## config.mk

```make
export PLATFORM = sky130hd
export DESIGN_NAME = ball_motion_unit
export DESIGN_NICKNAME = d
export VERILOG_FILES = /design/src/rtl/ball_motion_unit.sv
export SDC_FILE = /design/constraint.sdc
export NUM_CORES = 1
export LEC_CHECK = 0
export BUFFER_PORTS_ARGS = -buffer_cell sky130_fd_sc_hd__buf_2
export CAP_MARGIN = 20
export CORE_ASPECT_RATIO = 0.7
export CORE_UTILIZATION = 55
export CTS_CLUSTER_SIZE = 8
export DETAILED_ROUTE_END_ITERATION = 16
export PLACE_DENSITY_LB_ADDON = 0.1
export SYNTH_ARGS = -nofsm -noshare
export SYNTH_HDL_FRONTEND = slang
export SYNTH_SLANG_ARGS = --single-unit
```

## constraint.sdc

```tcl
create_clock -name game_clk -period 9.75 [get_ports game_clk]
set_clock_uncertainty 0.2 [all_clocks]
set_input_delay 0.4875 -clock game_clk [delete_from_list [all_inputs] [get_ports game_clk]]
set_output_delay 0.4875 -clock game_clk [all_outputs]
set_load 0.02 [all_outputs]
```

## src/rtl/ball_motion_unit.sv

```systemverilog
// ball_motion_unit: frame-tick driven ball motion engine for the Pong core.
// Handles serve, top/bottom wall bounce, paddle reflection, goal detection and
// a post-goal holdoff before the ball returns to its rest position.
// Optional feature macro: BALL_SPEEDUP_EN (each accepted paddle hit adds one to
// the x speed, saturating at the largest VEL_W value).
module ball_motion_unit #(
    parameter int POS_W       = 10,
    parameter int VEL_W       = 4,
    parameter int X_MAX       = 639,
    parameter int Y_MAX       = 479,
    parameter int BALL_SIZE   = 8,
    parameter int X_START     = 316,
    parameter int Y_START     = 236,
    parameter int SERVE_DELAY = 60
) (
    input  logic             game_clk,
    input  logic             rst_n,
    input  logic             tick,
    input  logic             serve,
    input  logic             serve_dir,
    input  logic [VEL_W-1:0] x_vel_in,
    input  logic [VEL_W-1:0] y_vel_in,
    input  logic             hit_left,
    input  logic             hit_right,
    output logic [POS_W-1:0] ball_x,
    output logic [POS_W-1:0] ball_y,
    output logic             x_dir,
    output logic             y_dir,
    output logic             in_play,
    output logic             goal_left,
    output logic             goal_right
);

    localparam int CNT_W = (SERVE_DELAY > 1) ? $clog2(SERVE_DELAY) : 1;

    localparam logic [POS_W-1:0] XB_P      = POS_W'(X_MAX + 1 - BALL_SIZE);
    localparam logic [POS_W-1:0] YB_P      = POS_W'(Y_MAX + 1 - BALL_SIZE);
    localparam logic [POS_W:0]   XB_W      = {1'b0, XB_P};
    localparam logic [POS_W:0]   YB_W      = {1'b0, YB_P};
    localparam logic [POS_W-1:0] X_START_P = POS_W'(X_START);
    localparam logic [POS_W-1:0] Y_START_P = POS_W'(Y_START);
    localparam logic [CNT_W-1:0] CNT_LAST  = CNT_W'(SERVE_DELAY - 1);
    localparam logic [VEL_W-1:0] VX_SAT    = {VEL_W{1'b1}};

    typedef enum logic [1:0] {
        IDLE   = 2'd0,
        MOVE   = 2'd1,
        SCORED = 2'd2
    } state_t;

    state_t            state;
    logic [VEL_W-1:0]  vx;
    logic [VEL_W-1:0]  vy;
    logic [CNT_W-1:0]  tick_cnt;

    logic [POS_W-1:0]  vx_pos;
    logic [POS_W-1:0]  vy_pos;
    logic [POS_W:0]    x_plus;
    logic [POS_W:0]    y_plus;
    logic [POS_W-1:0]  x_minus;
    logic [POS_W-1:0]  y_minus;

    logic [POS_W-1:0]  x_next;
    logic [POS_W-1:0]  y_next;
    logic              x_dir_next;
    logic              y_dir_next;
    logic [VEL_W-1:0]  vx_next;
    logic [VEL_W-1:0]  vx_after_hit;
    logic              score_left;
    logic              score_right;

    // Sums carry an extra bit so an overshoot past the far edge is visible.
    assign vx_pos  = POS_W'(vx);
    assign vy_pos  = POS_W'(vy);
    assign x_plus  = {1'b0, ball_x} + (POS_W + 1)'(vx);
    assign y_plus  = {1'b0, ball_y} + (POS_W + 1)'(vy);
    assign x_minus = ball_x - vx_pos;
    assign y_minus = ball_y - vy_pos;

    // Speed applied after a paddle hit: bumped by one when speed-up is built in.
    always_comb begin
`ifdef BALL_SPEEDUP_EN
        vx_after_hit = (vx == VX_SAT) ? vx : vx + VEL_W'(1);
`else
        vx_after_hit = vx;
`endif
    end

    // Vertical step: clamp to the wall and reverse instead of passing through it.
    always_comb begin
        y_next     = ball_y;
        y_dir_next = y_dir;
        if (y_dir) begin
            if (y_plus > YB_W) begin
                y_next     = YB_P;
                y_dir_next = 1'b0;
            end else begin
                y_next = y_plus[POS_W-1:0];
            end
        end else begin
            if (ball_y < vy_pos) begin
                y_next     = '0;
                y_dir_next = 1'b1;
            end else begin
                y_next = y_minus;
            end
        end
    end

    // Horizontal step: an opposing paddle hit reflects, otherwise leaving the field scores.
    always_comb begin
        x_next      = ball_x;
        x_dir_next  = x_dir;
        vx_next     = vx;
        score_left  = 1'b0;
        score_right = 1'b0;
        if (!x_dir) begin
            if (hit_left) begin
                x_dir_next = 1'b1;
                x_next     = x_plus[POS_W-1:0];
                vx_next    = vx_after_hit;
            end else if (ball_x < vx_pos) begin
                score_left = 1'b1;
                x_next     = '0;
            end else begin
                x_next = x_minus;
            end
        end else begin
            if (hit_right) begin
                x_dir_next = 1'b0;
                x_next     = x_minus;
                vx_next    = vx_after_hit;
            end else if (x_plus > XB_W) begin
                score_right = 1'b1;
                x_next      = XB_P;
            end else begin
                x_next = x_plus[POS_W-1:0];
            end
        end
    end

    // Game-flow state machine with all outputs registered.
    always_ff @(posedge game_clk or negedge rst_n) begin
        if (!rst_n) begin
            state      <= IDLE;
            ball_x     <= X_START_P;
            ball_y     <= Y_START_P;
            x_dir      <= 1'b0;
            y_dir      <= 1'b1;
            vx         <= VEL_W'(1);
            vy         <= '0;
            in_play    <= 1'b0;
            goal_left  <= 1'b0;
            goal_right <= 1'b0;
            tick_cnt   <= '0;
        end else begin
            goal_left  <= 1'b0;
            goal_right <= 1'b0;
            case (state)
                IDLE: begin
                    if (serve) begin
                        vx      <= (x_vel_in == '0) ? VEL_W'(1) : x_vel_in;
                        vy      <= y_vel_in;
                        x_dir   <= serve_dir;
                        y_dir   <= 1'b1;
                        in_play <= 1'b1;
                        state   <= MOVE;
                    end
                end
                MOVE: begin
                    if (tick) begin
                        ball_x <= x_next;
                        ball_y <= y_next;
                        x_dir  <= x_dir_next;
                        y_dir  <= y_dir_next;
                        vx     <= vx_next;
                        if (score_left || score_right) begin
                            goal_left  <= score_left;
                            goal_right <= score_right;
                            in_play    <= 1'b0;
                            tick_cnt   <= '0;
                            state      <= SCORED;
                        end
                    end
                end
                SCORED: begin
                    if (tick) begin
                        if (tick_cnt == CNT_LAST) begin
                            tick_cnt <= '0;
                            ball_x   <= X_START_P;
                            ball_y   <= Y_START_P;
                            state    <= IDLE;
                        end else begin
                            tick_cnt <= tick_cnt + CNT_W'(1);
                        end
                    end
                end
                default: begin
                    state <= IDLE;
                end
            endcase
        end
    end

endmodule

```

==> results.json <==
{
  "grt_overflow": 0,
  "status": "complete, no violations",
  "num_rows": 24,
  "maxCapViolCount": 0,
  "synth_top_family_by_area": "compound AO/OA/AOI/OAI gates",
  "antenna_left": 0,
  "die_h_microns": 69.7,
  "vias_per_cell": 6.42,
  "die_area_sq_um": 6890,
  "drtIter0Drc": 260,
  "grt_pass1_vias": 3080,
  "drv_slew": 0,
  "leakagePower_nw": 1.68,
  "hp-class": "input pin to register",
  "clk_pin_slew_ps": 90,
  "path_buf_inv": 1,
  "cts.sinks": 41,
  "synth-simple-area-share": 0.217,
  "clock_latency_ps": 300,
  "synth_flop_cell": "dfrtp_1",
  "finalInstanceArea_sq_um": 3960,
  "synth_edf_count": 0,
  "ys_ff_latch": 41,
  "ys_warn_count": 0,
  "synth_top_area_frac": 0.201,
  "area_delta_synth_final_pct": 9.75,
  "pin_count": 40,
  "crit_family": "compound AO/OA/AOI/OAI gates",
  "diodes": 0,
  "cts_max_path_buffers": 2,
  "port_buffers": 39,
  "syn_inst": 444,
  "crit_chain": "ha_1, inv_1, fa_1, nor2_1, o21a_1, xnor2_1, or4b_1, a31o_1, o21ai_4, a311oi_1",
  "muxShareOfSynthArea": 0.0173,
  "grt_usage": 0.284,
  "initial_core_util": 0.575,
  "dp_hpwl_mm": 6.87,
  "yosysSeqAreaShare": 0.289,
  "finalHoldViolations": 0,
  "max_stage_delay_ps": 550,
  "clock_tree.htree_level_count": 2,
  "drive_gt1_frac": 0.165,
  "cts_tree": "yes",
  "synth_nets": 480,
  "avgSynthCellArea_sq_um": 8.12,
  "endpoint_kind": "register",
  "route.detailed.drc": 0,
  "coreArea_sq_um": 6280,
  "timing.final.crit_share": 0.361,
  "final_cells": 545,
  "placed_cell_area_sq_um": 3790,
  "slowest_stage": "dfstp_2",
  "grt_setup_unrepaired": "no",
  "dp_cells": 535,
  "grt_antenna_before_repair": 0,
  "criticalPathCategory": "register to register",
  "total_power_mw": 1.59,
  "synth_fa_ha_area_frac": 0.0812,
  "fmax_ghz": 0.284,
  "post-cts-setup-buffers": 0,
  "synth.cell_area_sq_um": 3610,
  "finalCriticalPeriod_ps": 3520,
  "vias": 3499,
  "dr.pass1.iters": 4,
  "path_max_fanout": 10,
  "synth_xor_area_frac": 0.0389,
  "tightest_slew_ps": 1110,
  "grt_pass1_wl_mm": 15.5,
  "slew_headroom": 0.255,
  "synthTopCellsByArea": "dfrtp_1 (20%), dfstp_2 (8.7%), ha_1 (5.9%)",
  "grt_max_degree": 42,
  "ir_drop_mv": 0.270,
  "synth_compound_area_frac": 0.291,
  "crit_arrival_ps": 3480,
  "numCtsBuffers": 5,
  "power_density_nw_per_um2": 402,
  "yosys.area.top_type": "dfrtp_1",
  "worst_setup_path_start_kind": "register",
  "root_buffer": "clkbuf_8",
  "wirelength_mm": 9.50,
  "routabilityCongestion": 0.905,
  "synthTopCellsByCount": "nand2_1 (35), o21ai_0 (35), nor2_1 (34), dfrtp_1 (29), inv_1 (29)",
  "layout.nets": 502,
  "fin_setup_tns_ps": 0,
  "avgRoutedWirePerCell_microns": 17.4,
  "fin_util": 0.631,
  "synthArstFlopShare": 1.00,
  "synth_cell_type_count": 76,
  "worst_ep_required_time_ps": 9720,
  "setup_viol": 0,
  "die_x_microns": 98.8
}
[routing by layer]
| layer | track usage | wire (microns) |
|---|---|---|
| met1 | 0.428 | 4680 |
| met2 | 0.413 | 3960 |
| met3 | 0.0554 | 730 |
| met4 | 0.0746 | 136 |
| met5 | 0 | 0 |
[final cells by class]
class                           instances  area (sq um)
Tap cell                               78          97.6
Multi-Input combinational cell        344          2320
Clock buffer                            5          68.8
Timing Repair Buffer                   44           248
Fill cell                             572          2320
Clock inverter                          3          65.1
Sequential cell                        41          1040
Inverter                               30           113
[worst paths after layout]
check	start	endpoint	slack (ps)	cells after the start
setup / recovery	vx[0]	state[0]	6230	10
min in group asynchronous	rst_n	vy[2]	380	2
hold reg to reg	in_play	in_play	340	2
hold / removal	y_vel_in[3]	vy[3]	190	3
max in group asynchronous	rst_n	ball_x[3]	8440	3
setup reg to reg	vx[0]	state[0]	6230	10
[worst register-to-register path: stages, from the launching register on]
cell	delay, ps
dfstp_2	550
ha_1	220
inv_1	70
fa_1	430
nor2_1	200
o21a_1	210
xnor2_1	90
or4b_1	530
a31o_1	370
o21ai_4	360
a311oi_1	150
[registers in the layout, indices dropped and copies added (netlist names), 2 cells and up]
name / count
tick_cnt: 6
vx: 4
ball_y: 10
state: 2
ball_x: 10
vy: 4
[what timing repair did]
| action | CTS | global route |
|---|---|---|
| hold endpoints to repair | 0 | 4 |
| hold buffers | 0 | 1 |
| gates resized for setup | 0 | 0 |
| setup endpoints to repair | 0 | 0 |
[cell families (layout without fill, tap and decap cells)]
logic type,count (synthesis),in the layout
flip-flops,41,41
multiplexers,6,6
AND/OR/NAND/NOR,151,151
adder cells (fa/ha/maj),21,21
XOR/XNOR,16,16
buffers and inverters,59,82
AO/OA/AOI/OAI,150,150
[stage by stage]
stage	setup WS (ps)	hold slack (ps)
after floorplan	6570	-8.09
after global placement	6320	306
after detailed placement	6260	319
after CTS	6240	174
after global routing	6010	204
final	6230	187
[layout by cell type, fill, tap and decap left out, drive strengths merged, types with 4 or more instances in the layout]
master,instances
ha,17
fa,4
o31ai,7
nand3,12
buf,43
nor3,10
a31oi,14
o211ai,5
clkbuf,5
inv,30
dfrtp,29
nand4,5
o21ai,40
mux2i,4
nand2,35
o21a,4
dfstp,12
and3,5
nor4,6
nand3b,4
nor2b,13
a221o,5
and2,4
a21oi,24
nand2b,8
xor2,5
xnor2,11
nor2,35
a22oi,6
[power breakdown]
part | leakage (nW) | total (mW) | switching [mW] | internal [mW]
combinational | 1.13 | 1.04 | 0.618 | 0.425
sequential | 0.487 | 0.382 | 0.126 | 0.256
clock | 0.0681 | 0.166 | 0.0638 | 0.102
total | 1.68 | 1.59 | 0.807 | 0.782
Note: power is estimated with default switching activity, not from simulation.
